[config.mk]
export PLATFORM = sky130hd
export DESIGN_NAME = mem_arbiter
export DESIGN_NICKNAME = d
export VERILOG_FILES = /design/src/rtl/mem_arb_pkg.sv /design/src/rtl/mem_arb_pick.sv /design/src/rtl/mem_arbiter.sv
export SDC_FILE = /design/constraint.sdc
export NUM_CORES = 1
export LEC_CHECK = 0
export ABC_AREA = 0
export CAP_MARGIN = 25
export CORE_ASPECT_RATIO = 1.25
export CORE_UTILIZATION = 41
export CTS_BUF_LIST = sky130_fd_sc_hd__clkbuf_4 sky130_fd_sc_hd__clkbuf_8
export CTS_CLUSTER_SIZE = 40
export DETAILED_ROUTE_END_ITERATION = 7
export PLACE_DENSITY_LB_ADDON = 0.25
export SLEW_MARGIN = 20
export SYNTH_ARGS = -nofsm -noshare
export SYNTH_HDL_FRONTEND = slang
export SYNTH_SLANG_ARGS = --single-unit
[constraint.sdc]
create_clock -name Clk -period 2.04 [get_ports Clk]
set_clock_uncertainty 0.05 [all_clocks]
set_input_delay 0.408 -clock Clk [delete_from_list [all_inputs] [get_ports Clk]]
set_output_delay 0.408 -clock Clk [all_outputs]
set_load 0.02 [all_outputs]
[src/rtl/mem_arb_pkg.sv]
// Shared types and widths for the single-port memory arbiter.
// Holds the FSM encoding, the owner encoding and the counter widths.
package mem_arb_pkg;

    typedef logic [1:0] state_t;

    localparam state_t IDLE   = 2'd0;
    localparam state_t ACCESS = 2'd1;
    localparam state_t WAIT   = 2'd2;
    localparam state_t RESP   = 2'd3;

    typedef enum logic {
        OWN_I = 1'b0,
        OWN_D = 1'b1
    } owner_t;

    // Wide enough for MEM_LAT-1 with MEM_LAT up to 4.
    localparam int unsigned LAT_W    = 3;
    localparam int unsigned STARVE_W = 4;

endpackage

[src/rtl/mem_arb_pick.sv]
// Combinational winner selection between the fetch and data requesters.
// Data wins ties unless the fetch side has been starved for STARVE_MAX arbitrations.
module mem_arb_pick
    import mem_arb_pkg::*;
#(
    parameter int unsigned STARVE_MAX = 4
) (
    input  logic                i_req_i,
    input  logic                d_req_i,
    input  logic                flush_i,
    input  logic [STARVE_W-1:0] starve_cnt_i,
    output logic                valid_o,
    output owner_t              owner_o
);

    logic i_elig;
    logic starved;

    assign i_elig  = i_req_i & ~flush_i;
    assign starved = (starve_cnt_i == STARVE_W'(STARVE_MAX));

    always_comb begin
        valid_o = i_elig | d_req_i;
        owner_o = OWN_D;
        if (i_elig && (!d_req_i || starved)) begin
            owner_o = OWN_I;
        end
    end

endmodule

[src/rtl/mem_arbiter.sv]
// Shares one single-port memory between instruction fetch and load/store using
// request/grant handshakes, registered responses and a fetch flush hook.
module mem_arbiter
    import mem_arb_pkg::*;
#(
    parameter int unsigned ADDR_W     = 32,
    parameter int unsigned DATA_W     = 32,
    parameter int unsigned MEM_LAT    = 1,
    parameter int unsigned STARVE_MAX = 4
) (
    input  logic              Clk,
    input  logic              Rst_n,
    input  logic              IReq,
    input  logic [ADDR_W-1:0] IAddr,
    output logic              IGnt,
    output logic              IValid,
    output logic [DATA_W-1:0] IData,
    input  logic              DReq,
    input  logic              DWe,
    input  logic [ADDR_W-1:0] DAddr,
    input  logic [DATA_W-1:0] DWData,
    output logic              DGnt,
    output logic              DValid,
    output logic [DATA_W-1:0] DRData,
    input  logic              Flush,
    output logic              MemEn,
    output logic              MemWe,
    output logic [ADDR_W-1:0] MemAddr,
    output logic [DATA_W-1:0] MemWData,
    input  logic [DATA_W-1:0] MemRData,
    output logic              Busy
);

    state_t              state_q, state_d;
    owner_t              owner_q, owner_d;
    logic [ADDR_W-1:0]   addr_q, addr_d;
    logic                we_q, we_d;
    logic [DATA_W-1:0]   wdata_q, wdata_d;
    logic [LAT_W-1:0]    lat_q, lat_d;
    logic [STARVE_W-1:0] starve_q, starve_d;
    logic                kill_q, kill_d;
    logic [DATA_W-1:0]   idata_q, idata_d;
    logic [DATA_W-1:0]   drdata_q, drdata_d;

    logic   pick_valid;
    owner_t pick_owner;
    logic   access;
    logic   fetch_busy;

    mem_arb_pick #(
        .STARVE_MAX (STARVE_MAX)
    ) u_pick (
        .i_req_i      (IReq),
        .d_req_i      (DReq),
        .flush_i      (Flush),
        .starve_cnt_i (starve_q),
        .valid_o      (pick_valid),
        .owner_o      (pick_owner)
    );

    assign fetch_busy = (state_q != IDLE) && (owner_q == OWN_I);

    always_comb begin
        state_d  = state_q;
        owner_d  = owner_q;
        addr_d   = addr_q;
        we_d     = we_q;
        wdata_d  = wdata_q;
        lat_d    = lat_q;
        starve_d = starve_q;
        kill_d   = kill_q;
        idata_d  = idata_q;
        drdata_d = drdata_q;

        // A flush at any point of an outstanding fetch kills its response.
        if (fetch_busy && Flush) begin
            kill_d = 1'b1;
        end

        case (state_q)
            IDLE, RESP: begin
                state_d = IDLE;
                if (pick_valid) begin
                    state_d = ACCESS;
                    owner_d = pick_owner;
                    kill_d  = 1'b0;
                    if (pick_owner == OWN_D) begin
                        addr_d  = DAddr;
                        we_d    = DWe;
                        wdata_d = DWData;
                    end else begin
                        addr_d  = IAddr;
                        we_d    = 1'b0;
                        wdata_d = '0;
                    end
                end
                if (!IReq || (pick_valid && pick_owner == OWN_I)) begin
                    starve_d = '0;
                end else if (pick_valid && starve_q != STARVE_W'(STARVE_MAX)) begin
                    starve_d = starve_q + STARVE_W'(1);
                end
            end
            ACCESS: begin
                state_d = WAIT;
                lat_d   = LAT_W'(MEM_LAT - 1);
            end
            WAIT: begin
                if (lat_q == '0) begin
                    state_d = RESP;
                    if (owner_q == OWN_D && !we_q) begin
                        drdata_d = MemRData;
                    end
                    if (owner_q == OWN_I && !kill_q && !Flush) begin
                        idata_d = MemRData;
                    end
                end else begin
                    lat_d = lat_q - LAT_W'(1);
                end
            end
            default: state_d = IDLE;
        endcase
    end

    always_ff @(posedge Clk or negedge Rst_n) begin
        if (!Rst_n) begin
            state_q  <= IDLE;
            owner_q  <= OWN_I;
            addr_q   <= '0;
            we_q     <= 1'b0;
            wdata_q  <= '0;
            lat_q    <= '0;
            starve_q <= '0;
            kill_q   <= 1'b0;
            idata_q  <= '0;
            drdata_q <= '0;
        end else begin
            state_q  <= state_d;
            owner_q  <= owner_d;
            addr_q   <= addr_d;
            we_q     <= we_d;
            wdata_q  <= wdata_d;
            lat_q    <= lat_d;
            starve_q <= starve_d;
            kill_q   <= kill_d;
            idata_q  <= idata_d;
            drdata_q <= drdata_d;
        end
    end

    assign access   = (state_q == ACCESS);
    assign MemEn    = access;
    assign MemWe    = access & we_q;
    assign MemAddr  = access ? addr_q : '0;
    assign MemWData = access ? wdata_q : '0;
    assign IGnt     = access && (owner_q == OWN_I);
    assign DGnt     = access && (owner_q == OWN_D);
    assign IValid   = (state_q == RESP) && (owner_q == OWN_I) && !kill_q && !Flush;
    assign DValid   = (state_q == RESP) && (owner_q == OWN_D);
    assign IData    = idata_q;
    assign DRData   = drdata_q;
    assign Busy     = (state_q != IDLE);

endmodule

==> impl_metrics.env <==
export IMPL_status="complete, but fails checks"
export IMPL_violations="negative setup slack"
export IMPL_maxCapViolations=0
export IMPL_ctsRootBufferMaster="clkbuf_8"
export IMPL_layout_nets=1092
export IMPL_first_global_vias=6415
export IMPL_synth_edff_count=0
export IMPL_drcViolationCount=0
export IMPL_synthAdderAreaFrac=0.0145
export IMPL_overflow=0
export IMPL_die_width_um=118
export IMPL_drt_iter0_drc=285
export IMPL_cts_tree="built"
export IMPL_synth_most_common_cell="dfrtp_1"
export IMPL_routedWlPerCell_um=17.6
export IMPL_clock_latency_ns=0.44
export IMPL_worstPathArrival_ns=1.64
export IMPL_design_die_area_um2=17300
export IMPL_syn_inst=663
export IMPL_ant_nets=0
export IMPL_setup_viol=16
export IMPL_critPathCaptureType="output pin"
export IMPL_ir_drop_mv=0.812
export IMPL_synth_cell_type_count=42
export IMPL_wirelength_um=20700
export IMPL_clk_pin_slew_worst_paths_ns=0.07
export IMPL_fin_crit_sh=1.03
export IMPL_crit_required_ns=1.58
export IMPL_clk_path_buf_depth=2
export IMPL_synth_xor_xnor_area_share=0.00127
export IMPL_row_count=52
export IMPL_synth_seq_area_share=0.508
export IMPL_worst_setup_path_type="flip-flop to output pin"
export IMPL_synth_compound_area_frac=0.135
export IMPL_fmax_ghz=0.476
export IMPL_diodes=0
export IMPL_dp_cells=1136
export IMPL_rsz0062_at_grt="true"
export IMPL_power_leakage_nw=4.89
export IMPL_fin_ws_ns=-0.0624
export IMPL_place_gp_congestion=0.801
export IMPL_min_path_type="flip-flop to flip-flop"
export IMPL_tns_ns=-0.908
export IMPL_initial_core_util=0.422
export IMPL_cts_buffers_inserted=17
export IMPL_final_hold_violation_count=0
export IMPL_vias=6216
export IMPL_finalNonFillerCells=1178
export IMPL_layout_drive_gt1_share=0.291
export IMPL_synth_top_family_by_area="simple AND/OR/NAND/NOR gates"
export IMPL_synthTopCellsByCount="140 x dfrtp_1, 93 x nand2_1, 67 x and2_1"
export IMPL_place_port_buffers=268
export IMPL_p_per_area_nw_per_um2=1580
export IMPL_first_pass_iters=5
export IMPL_dp_slack_ns=-0.367
export IMPL_synth_area_um2=6890
export IMPL_post_drt_via_cell_ratio=5.28
export IMPL_grt_start_max_net_pins=48
export IMPL_htree_levels=4
export IMPL_period_minus_slack_ns=2.10
export IMPL_avgSynthCellArea_um2=10.4
export IMPL_cp_max_fo=8
export IMPL_post_dp_hpwl_um=13700
export IMPL_yosysTopAreaCellShare=0.508
export IMPL_synth_nets=805
export IMPL_synth_simple_area_share=0.173
export IMPL_yosysTopAreaCell="dfrtp_1"
export IMPL_track_usage=0.242
export IMPL_tightest_slew_ns=0.483
export IMPL_antenna_found_initial=0
export IMPL_die_h_um=147
export IMPL_syn2layout_area_growth_pct=59.5
export IMPL_io_pins=269
export IMPL_rr_worst_depth=8
export IMPL_synth_area_leaders="dfrtp_1 51%, mux2_4 6.5%, and2_1 6.1%"
export IMPL_ys_warn_count=0
export IMPL_max_slew_margin=0.678
export IMPL_hold_depth=2
export IMPL_core_area_um2=16300
export IMPL_synth_seq_cells=140
export IMPL_grt_pass1_wl_um=33000
export IMPL_synth_main_ff_cell="dfrtp_1"
export IMPL_muxShareOfSynthArea=0.121
export IMPL_slew_violations=0
export IMPL_cts_sinks=140
export IMPL_crit_path_start_kind="flip-flop"
export IMPL_async_flop_share=1.00
final cells by class:
| class | instances | area [µm²] |
|---|---|---|
| fillers | 1265 | 5340 |
| flip-flops and latches | 140 | 3500 |
| repair buffers | 320 | 3470 |
| multi-input cells | 458 | 3260 |
| well taps | 216 | 270 |
| clock buffers | 18 | 241 |
| clock inverters | 13 | 193 |
| inverters | 13 | 48.8 |
timing repair:
item	CTS	global route
hold buffers	1	0
gates cloned	3	3
gates resized for setup	443	48
endpoints found under the hold margin	43	0
setup endpoints to repair	71	183
pin swaps	1	2
setup buffers	3	2
placed cells by master (no fill, tap or decap), drive strengths merged:
cell type and instances:
a21oi 8, mux2 64, o31ai 1, nand3 34, nand4 1, nand3b 2, o22ai 32, or3 1
nor4 2, clkinvlp 1, dfrtp 140, ha 8, o21ai 65, and3b 2, nor2 28, and2 67
a31oi 1, nand2 94, nor2b 8, a221oi 26, dlygate4sd3 1, clkinv 6, or3b 1, xor2 1
a41oi 1, nand2b 1, inv 15, bufinv 4, o211ai 1, clkdlybuf4s50 196, nor4b 1, a311o 1
clkbuf 21, o311ai 6, buf 120, or2 1
per-stage QoR:
step                      hold WS [ns]  power, mW  area [µm²]   util
after floorplan                 0.0624       9.97        6890      -
after global placement           0.345       13.8       10100  0.619
after detailed placement         0.344       14.0       10100  0.619
after CTS                        0.415       17.1       10800  0.662
after global routing             0.424       18.4       11000  0.673
final                            0.419       17.4       11000  0.673
flip-flops by register name, summed over array words and instances, names as in the netlist:
| name | flops |
|---|---|
| IData | 32 |
| wdata_q | 32 |
| owner_q | 1 |
| lat_q | 3 |
| we_q | 1 |
| state_q | 2 |
| kill_q | 1 |
| DRData | 32 |
| addr_q | 32 |
| starve_q | 4 |
metal layers:
metal  track usage  up-vias  part of all wire
met4         0.111        0             0.032
li1              -     2895                 -
met2         0.418      259              0.51
met3        0.0567       47             0.057
met5             0        -                 0
met1         0.285     3015              0.40
power breakdown:
group	total (mW)	leakage, nW	internal (mW)	switching [mW]
combinational	10.0	2.98	5.15	4.85
clock	2.46	0.218	1.35	1.11
sequential	4.94	1.69	4.17	0.772
critical path, stage by stage (launching register included):
cell and delay, ns:
dfrtp_1 0.39, inv_2 0.08, ha_4 0.20, buf_8 0.15
buf_16 0.14, and2_4 0.14, buf_6 0.11
worst paths after layout:
| path | start | end | slack (ns) |
|---|---|---|---|
| setup / recovery | state_q[1] | MemAddr[10] | -0.06 |
| hold / removal | wdata_q[15] | wdata_q[15] | 0.42 |
| setup reg to reg | state_q[0] | IData[9] | 0.05 |
| hold reg to reg | wdata_q[15] | wdata_q[15] | 0.42 |
| max in group asynchronous | Rst_n | addr_q[10] | 0.90 |
| min in group asynchronous | Rst_n | DRData[4] | 0.43 |
cell families after synthesis:
| logic type | count (synthesis) |
|---|---|
| and+or+nand+nor | 243 |
| AOI/OAI and AO/OA | 142 |
| muxes | 64 |
| DFF | 140 |
| adders and majority gates | 8 |
| xor gates and xnor gates | 1 |
| buffers and inverters | 65 |
No activity file was read; power rests on OpenSTA's default activity.
